File: config.mk
export PLATFORM = sky130hd
export DESIGN_NAME = screen_sequencer
export DESIGN_NICKNAME = d
export VERILOG_FILES = /design/src/rtl/screen_sequencer.sv
export SDC_FILE = /design/constraint.sdc
export NUM_CORES = 1
export LEC_CHECK = 0
export BUFFER_PORTS_ARGS = -buffer_cell sky130_fd_sc_hd__buf_2
export CAP_MARGIN = 20
export CORE_MARGIN = 4
export CORE_UTILIZATION = 40
export DETAILED_ROUTE_END_ITERATION = 12
export HOLD_SLACK_MARGIN = 0.06
export PLACE_DENSITY = 0.77
export SYNTH_ARGS = -nofsm -noshare
export SYNTH_HDL_FRONTEND = slang
export SYNTH_SLANG_ARGS = --single-unit
File: constraint.sdc
create_clock -name clk -period 5.9 [get_ports clk]
set_input_delay 0.885 -clock clk [delete_from_list [all_inputs] [get_ports clk]]
set_output_delay 0.885 -clock clk [all_outputs]
set_load 0.05 [all_outputs]
File: src/rtl/screen_sequencer.sv
// OLED screen controller: sequences TITLE -> PLAY -> OVER -> TITLE on frame
// boundaries, owns the game-over hold timer and blink, and registers the pixel mux.
module screen_sequencer #(
  parameter int unsigned HOLD_FRAMES  = 180,
  parameter int unsigned BLINK_FRAMES = 15,
  parameter logic [15:0] BG_COLOUR    = 16'h0000
) (
  input  logic        clk,
  input  logic        reset,
  input  logic        frame_begin,
  input  logic        start_btn,
  input  logic        game_end,
  input  logic [15:0] title_data,
  input  logic [15:0] play_data,
  input  logic [15:0] over_data,
  output logic [15:0] oled_data,
  output logic [1:0]  screen,
  output logic        game_active,
  output logic [7:0]  frames_left
);

  typedef enum logic [1:0] {
    TITLE   = 2'd0,
    PLAY    = 2'd1,
    OVER    = 2'd2,
    ILLEGAL = 2'd3
  } state_t;

  localparam logic [7:0] HOLD_INIT  = 8'(HOLD_FRAMES);
  localparam logic [7:0] BLINK_LAST = 8'(BLINK_FRAMES - 32'd1);

  state_t      state_r;
  logic        pending_r;
  logic [7:0]  frames_left_r;
  logic [7:0]  blink_cnt_r;
  logic        blink_phase_r;
  logic [15:0] oled_data_r;
  logic        game_active_r;

  logic        req_s;
  logic        advance_s;
  logic [15:0] pixel_s;

  // Qualifying request for the current screen; game_end only counts in PLAY.
  always_comb begin
    req_s = 1'b0;
    case (state_r)
      TITLE:   req_s = start_btn;
      PLAY:    req_s = game_end;
      OVER:    req_s = start_btn;
      default: req_s = 1'b0;
    endcase
    advance_s = frame_begin & (pending_r | req_s);
  end

  // Pixel source select, registered into oled_data one edge later.
  always_comb begin
    pixel_s = BG_COLOUR;
    case (state_r)
      TITLE:   pixel_s = title_data;
      PLAY:    pixel_s = play_data;
      OVER: begin
        if (blink_phase_r) begin
          pixel_s = BG_COLOUR;
        end else begin
          pixel_s = over_data;
        end
      end
      default: pixel_s = BG_COLOUR;
    endcase
  end

  // Screen FSM with request latch, hold timer, blink and registered outputs.
  always_ff @(posedge clk or negedge reset) begin
    if (!reset) begin
      state_r       <= TITLE;
      pending_r     <= 1'b0;
      frames_left_r <= 8'd0;
      blink_cnt_r   <= 8'd0;
      blink_phase_r <= 1'b0;
      oled_data_r   <= BG_COLOUR;
      game_active_r <= 1'b0;
    end else begin
      oled_data_r <= pixel_s;
      case (state_r)
        TITLE: begin
          if (advance_s) begin
            state_r       <= PLAY;
            game_active_r <= 1'b1;
            pending_r     <= 1'b0;
          end else if (req_s) begin
            pending_r <= 1'b1;
          end
        end
        PLAY: begin
          if (advance_s) begin
            state_r       <= OVER;
            game_active_r <= 1'b0;
            pending_r     <= 1'b0;
            frames_left_r <= HOLD_INIT;
            blink_cnt_r   <= 8'd0;
            blink_phase_r <= 1'b0;
          end else if (req_s) begin
            pending_r <= 1'b1;
          end
        end
        OVER: begin
          // A skip wins over the timer; expiry on the same edge is one transition.
          if (advance_s || (frame_begin && frames_left_r == 8'd1)) begin
            state_r       <= TITLE;
            pending_r     <= 1'b0;
            frames_left_r <= 8'd0;
          end else if (frame_begin) begin
            frames_left_r <= frames_left_r - 8'd1;
          end else if (req_s) begin
            pending_r <= 1'b1;
          end
          if (frame_begin) begin
            if (blink_cnt_r == BLINK_LAST) begin
              blink_cnt_r   <= 8'd0;
              blink_phase_r <= ~blink_phase_r;
            end else begin
              blink_cnt_r <= blink_cnt_r + 8'd1;
            end
          end
        end
        default: begin
          state_r       <= TITLE;
          pending_r     <= 1'b0;
          frames_left_r <= 8'd0;
          blink_cnt_r   <= 8'd0;
          blink_phase_r <= 1'b0;
          game_active_r <= 1'b0;
        end
      endcase
    end
  end

  assign oled_data   = oled_data_r;
  assign screen      = state_r;
  assign game_active = game_active_r;
  assign frames_left = frames_left_r;

endmodule

==> results of run 1 <==
==> worst max-delay path, stage by stage, from the launching register on <==
cell,delay (ns)
dfrtp_1,0.44
inv_1,0.14
ha_1,0.80
nand2_1,0.24
a211oi_2,0.30
o21bai_2,0.24
or2_1,0.39
o41ai_1,0.28
==> registers in the layout, summed over array words and instances, names as in the netlist <==
name           cells
blink_cnt_r        8
blink_phase_r      1
frames_left        8
game_active        1
oled_data         16
pending_r          1
screen             2
==> worst paths after layout <==
| check | end | from | slack (ns) |
|---|---|---|---|
| max | blink_cnt_r[6] | screen[1] | 2.95 |
| min in group asynchronous | frames_left[4] | reset | 0.67 |
| min | game_active | game_active | 0.50 |
| max reg2reg | blink_cnt_r[6] | screen[1] | 2.95 |
| min reg2reg | game_active | game_active | 0.50 |
| max in group asynchronous | oled_data[12] | reset | 4.72 |
==> kinds of logic (layout without fill, tap and decap cells) <==
kind of cell             count (synthesis)  in the layout  synth area share (%)
buffers and inverters                   23             98                  5.40
AO/OA/AOI/OAI                           63             63                  25.8
AND/OR/NAND/NOR                         66             66                  16.6
flip-flops                              37             37                  46.0
multiplexers                             1              1                 0.559
adder cells (fa/ha/maj)                  9              9                  5.59
==> Yosys cell counts, types with 2 or more instances <==
master	instances
dfrtp_1	37
nor2_1	25
a222oi_1	16
o21ai_0	13
nand2_1	11
clkbuf_1	10
inv_1	10
ha_1	9
nand3_1	7
a21oi_1	5
o31ai_1	4
a31oi_1	3
buf_6	3
nor2b_1	3
nor3_1	3
o2bb2ai_1	3
a41oi_1	2
and3_1	2
nand4_1	2
o41ai_1	2
or3_1	2
or4_1	2
==> final cells by class <==
cell class              instances  area share, %
flip-flops and latches         37           36.1
repair buffers                 80           15.7
multi-input cells             139           38.2
well taps                      67           3.27
inverters                      10           1.46
clock inverters                 3           2.54
clock buffers                   5           2.68
==> power by group <==
group	switching, uW	internal, uW
logic	640	267
registers	57.5	347
clock network	94.1	168
==> layer usage <==
metal  share of wire [%]  global-route usage [%]  vias to the layer above
met5                   0                       0                        -
met4                 1.6                    6.36                        0
met3                 8.0                    4.65                       11
met2                  47                    28.5                       94
met1                  44                    20.6                      937
li1                    -                       -                      909
==> metrics by stage <==
| stage | cell area, sq um | worst slack (ns) | instances | util (%) | total power [uW] |
|---|---|---|---|---|---|
| global route | 2560 | 2.68 | 341 | 53.6 | 1670 |
| finish | 2560 | 2.95 | 341 | 53.6 | 1570 |
| CTS | 2560 | 2.97 | 340 | 53.4 | 1570 |
| detailed placement | 2420 | 3.04 | 332 | 50.6 | 1310 |
| floorplan | 2010 | 3.68 | 199 | - | 1120 |
| global placement | 2420 | 3.14 | 332 | 50.6 | 1290 |
==> metrics.md, run 1 <==
| Metric | Value |
|---|---|
| Status | finished, final reports clean |
| Most used DFF post-synth | dfrtp_1 |
| CP endpoint kind | flip-flop |
| Tmin final | 2.95 ns |
| Maximum vdd drop | 0.348 mV |
| Number of buffers created by CTS | 5 |
| Via count | 1951 |
| Post-synth top area share | 46.0% |
| Root Driver | clkbuf_8 |
| Die W | 79.0 um |
| CTS Buffer Depth | 2 |
| Clock sinks | 37 |
| Actual slew at the worst max-slew pin | 0.951 ns |
| Ys Warns | 0 |
| Skew final | 0.00480 ns |
| Postcts setup bufs | 0 |
| PD cells | 614 nW/um^2 |
| Die H | 79.0 um |
| Register area share after synthesis | 46.0% |
| Max Transition Viols Final | 0 |
| Nets | 335 |
| Worst-path clk slew | 0.08 ns |
| Initial DRC Count | 115 |
| Setup TNS | 0 ns |
| Yosys cell types | 47 |
| PostCTS Resize Cnt | 0 |
| Cells after Synth | 199 |
| Flip-flop and latch area | 926 sq um |
| Fmax | 339 MHz |
| Layout Area Growth over Synthesis | 27.3% |
| Vias in the first global route | 1877 |
| Post-Syn Nets | 261 |
| Number of synthesized register bits | 37 |
| HP Class | flip-flop to flip-flop |
| Asr flop ratio synth | 100% |
| DP Wirelength | 3.81 mm |
| Startpoint Class | flip-flop |
| Layout cells sized above 1 | 36.5% |
| Fill cells | 449 |
| Avg WL per Cell | 15.3 um |
| IO Count | 80 |
| R2R cell count | 7 |
| Hold Path Stages | 1 |
| Worst skew pair latency | 0.30 ns |
| # setup viols final | 0 |
| Final WL | 5.22 mm |
| Final Cycle Share | 50.0% |
| GP Congestion | 0.898 |
| Hold Fails Final Rpt | 0 |
| GRT overflow | 0 |
| Via density per instance | 5.72 |
| Die area | 6240 sq um |
| Port Buffers | 79 |
| Crit path max fanout | 25 |
| Critical path required time | 6.08 ns |
| Hold_ws | 0.502 ns |
| Initial antenna violation count | 0 |
| EDFF count, synth | 0 |
| CP Data Arrival Time | 3.13 ns |
| First-pass GRT wire length | 8.47 mm |
| Rows | 25 |
| CTS tree | yes |
| H-tree Lvls | 2 |
| GRT Overall Usage | 16.9% |
| Ranking of synthesized cells by area | dfrtp_1 46%, a222oi_1 8.0%, ha_1 5.6% |
| # diodes | 0 |
| Most frequent cells in the layout | 79 x buf_2, 37 x dfrtp_1, 25 x nor2_1 |
| Max-Slew Margin vs Limit | 36.6% |
| DRC Markers | 0 |
| Critical path class | flip-flop to flip-flop |
| Initial cell density of the core | 42.1% |
| Unrepaired setup endpoints after global routing | no |
| CTS Hold Bufs | 0 |
| Core Box Area | 4790 sq um |
| Largest net degree at the start of global routing | 38 |
| Max_cap viols | 0 |
| Post-Syn Area | 2010 sq um |
| Most common cell after layout, fill and taps aside | buf_2 |
| Yosys top cell by area | dfrtp_1 |
| DRT antenna net count | 0 |
| First-pass DRT Iterations | 9 |
| Multi-input logic area | 980 sq um |
| Syn Area/Cell | 10.1 sq um |
| Leak | 0.00126 uW |
No activity file was read; power rests on OpenSTA's default activity.
==> run 2, diff against run 1 <==
--- a/config.mk
+++ b/config.mk
@@ -11,7 +11,7 @@
 export CORE_UTILIZATION = 40
 export DETAILED_ROUTE_END_ITERATION = 12
 export HOLD_SLACK_MARGIN = 0.06
-export PLACE_DENSITY = 0.77
+export PLACE_DENSITY = 0.8
 export SYNTH_ARGS = -nofsm -noshare
 export SYNTH_HDL_FRONTEND = slang
 export SYNTH_SLANG_ARGS = --single-unit
==> constraint.sdc (replaced) <==
create_clock -name clk -period 2.5 [get_ports clk]
set_input_delay 0.375 -clock clk [delete_from_list [all_inputs] [get_ports clk]]
set_output_delay 0.375 -clock clk [all_outputs]
set_load 0.05 [all_outputs]
==> run 2 against run 1 <==
  * Cell count is 1.5% higher
  * Via count shrank 0.82%
  * Clock skew rose by 0.0065 ns
  * Sequential power rose by 140%
  * Critical path type unchanged
  * Combinational power is 140% higher
  * Highest routed layer unchanged
  * Wire length rose by 1.1%
  * Utilization is 0.78 points higher
  * Clock power grew 140%
  * Die area is the same
  * Power is 140% higher
  * Largest cell class unchanged
  * Global-route usage decreased by 0.37 points
==> metrics.md, run 2 (synthesis gave the netlist of run 1 again) <==
| Metric | Value |
|---|---|
| DP Wirelength | 3.88 mm (+1.8%) |
| Leak | 0.00128 uW (+2.0%) |
| Worst skew pair latency | 0.29 ns (about the same) |
| Via density per instance | 5.59 (-2.3%) |
| Reg-to-reg endpoint | blink_cnt_r[7] |
| Worst-path clk slew | 0.08 ns (about the same) |
| HP Class | input port to async pin |
| H-tree Lvls | 2 (unchanged) |
| Fill cells | 421 (-6.2%) |
| GP Congestion | 0.921 (+2.6%) |
| Nets | 340 (+1.5%) |
| Layout Area Growth over Synthesis | 29.1% |
| Tmin final | 2.20 ns (-0.753 ns) |
| First-pass DRT Iterations | 7 (-2) |
| Max reg flops | 16 (unchanged) |
| Max_cap viols | 0 (unchanged) |
| Critical path required time | 2.67 ns (-3.41 ns) |
| Max Transition Viols Final | 0 (unchanged) |
| # setup viols final | 0 (unchanged) |
| Via count | 1935 (-0.82%) |
| Status | finished, final reports clean |
| Port Buffers | 79 (unchanged) |
| Setup ws final | 0.303 ns (-2.65 ns) |
| IO Count | 80 (unchanged) |
| Startpoint Class | flip-flop |
| CTS Buffer Depth | 2 (unchanged) |
| Initial cell density of the core | 42.1% (unchanged) |
| CP max-delay cell | dfrtp_1 |
| R2R cell count | 7 (unchanged) |
| Maximum vdd drop | 0.883 mV (+150%) |
| Die area | 6240 sq um (unchanged) |
| Avg WL per Cell | 15.3 um (-0.31%) |
| Max incr delay on CP | 0.45 ns (-0.35 ns) |
| PostCTS Resize Cnt | 0 (unchanged) |
| Crit path max fanout | 9 (-64%) |
| Root Driver | clkbuf_8 |
| Postcts setup bufs | 0 (unchanged) |
| Initial DRC Count | 231 (+100%) |
| CP Data Arrival Time | 2.37 ns (-0.76 ns) |
| PD cells | 1450 nW/um^2 (+140%) |
| Worst path cell trace | inv_1 -> ha_1 -> buf_4 -> a22oi_1 -> o21bai_2 -> or2_1 -> o41ai_1 |
| PnR Total Power | 3760 uW (+140%) |
| Layout cells sized above 1 | 37.6% (+1.1 points) |
| Initial antenna violation count | 0 (unchanged) |
| Largest net degree at the start of global routing | 38 (unchanged) |
| Max-Slew Margin vs Limit | 45.3% (+8.7 points) |
| Fmax | 455 MHz (+34%) |
| Actual slew at the worst max-slew pin | 0.820 ns (-0.131 ns) |
| CTS tree | yes |
| # diodes | 0 (unchanged) |
| Final Cycle Share | 87.9% (+38 points) |
| Vias in the first global route | 1866 (-0.59%) |
| CP endpoint kind | flip-flop |
| Final WL | 5.28 mm (+1.1%) |
| First-pass GRT wire length | 8.39 mm (-0.90%) |
| Die H | 79.0 um (unchanged) |
| CTS Hold Bufs | 0 (unchanged) |
| Unrepaired setup endpoints after global routing | no |
| RR Startpoint | screen[1] |
| Most common cell after layout, fill and taps aside | buf_2 |
| Setup TNS | 0 ns (unchanged) |
| GRT Overall Usage | 16.5% (-0.37 points) |
| Skew final | 0.0113 ns (+0.00651 ns) |
| Clock sinks | 37 (unchanged) |
| Reg2Reg Setup Slack | 0.30 ns (-2.65 ns) |
| Place WS | 0.217 ns (-2.82 ns) |
| GRT overflow | 0 (unchanged) |
| DRT antenna net count | 0 (unchanged) |
| Core Box Area | 4790 sq um (unchanged) |
| Hold Fails Final Rpt | 0 (unchanged) |
| Rows | 25 (unchanged) |
| Most frequent cells in the layout | 79 x buf_2, 37 x dfrtp_1, 25 x nor2_1 |
| Number of buffers created by CTS | 5 (unchanged) |
| DRC Markers | 0 (unchanged) |
| Die W | 79.0 um (unchanged) |
| Critical path class | flip-flop to flip-flop |
-- run 2: cell count changes in the layout (fill, tap and decap cells not counted), sizes merged --
cell	change
buf	+5
-- run 2: layout make-up --
| class | instances | area (sq um) | share of cell area [%] |
|---|---|---|---|
| Clock buffer | 5 | 68.8 | 2.65 |
| Clock inverter | 3 | 65.1 | 2.50 |
| Inverter | 10 | 37.5 | 1.44 |
| Multi-Input combinational cell | 139 | 980 | 37.7 |
| Sequential cell | 37 | 926 | 35.6 |
| Tap cell | 67 | 83.8 | 3.22 |
| Timing Repair Buffer | 85 | 440 | 16.9 |
-- run 2: stage by stage --
step                utilization, %  hold WS, ns  cells  instance area, sq um
global placement              51.4        0.485    337                  2460
finish                        54.4        0.171    346                  2600
global route                  54.4        0.240    346                  2600
detailed placement            51.4        0.495    337                  2460
floorplan                        -       0.0794    199                  2010
CTS                           54.2        0.205    345                  2590
-- run 2: power by group --
part	internal, uW	switching (uW)	total (uW)
logic	668	1520	2190
registers	818	135	953
clock network	396	220	616
total	1880	1880	3760
-- run 2: layer usage --
metal,GRT usage [%],vias to the layer above,part of all wire (%)
met3,6.01,8,9.3
li1,-,913,-
met1,20.3,927,42
met5,0,-,0
met4,3.44,0,0.87
met2,27.9,87,47
-- run 2: critical path, delay by kind of cell, from the launching register on --
family / cells / cell delay (ns)
compound gates: 3 / 0.70
simple gates: 1 / 0.38
buf+inv: 2 / 0.30
fa+ha+maj: 1 / 0.24
flops: 1 / 0.45
-- run 2: worst max-delay path by stage --
| stage | startpoint | endpoint | depth (start not counted) |
|---|---|---|---|
| after floorplan | screen[0] | blink_phase_r | 7 |
| after global placement | screen[0] | oled_data[5] | 5 |
| after detailed placement | screen[0] | oled_data[1] | 5 |
| after CTS | screen[0] | oled_data[1] | 5 |
| after global routing | screen[1] | blink_cnt_r[6] | 7 |
| final | screen[1] | blink_cnt_r[7] | 7 |
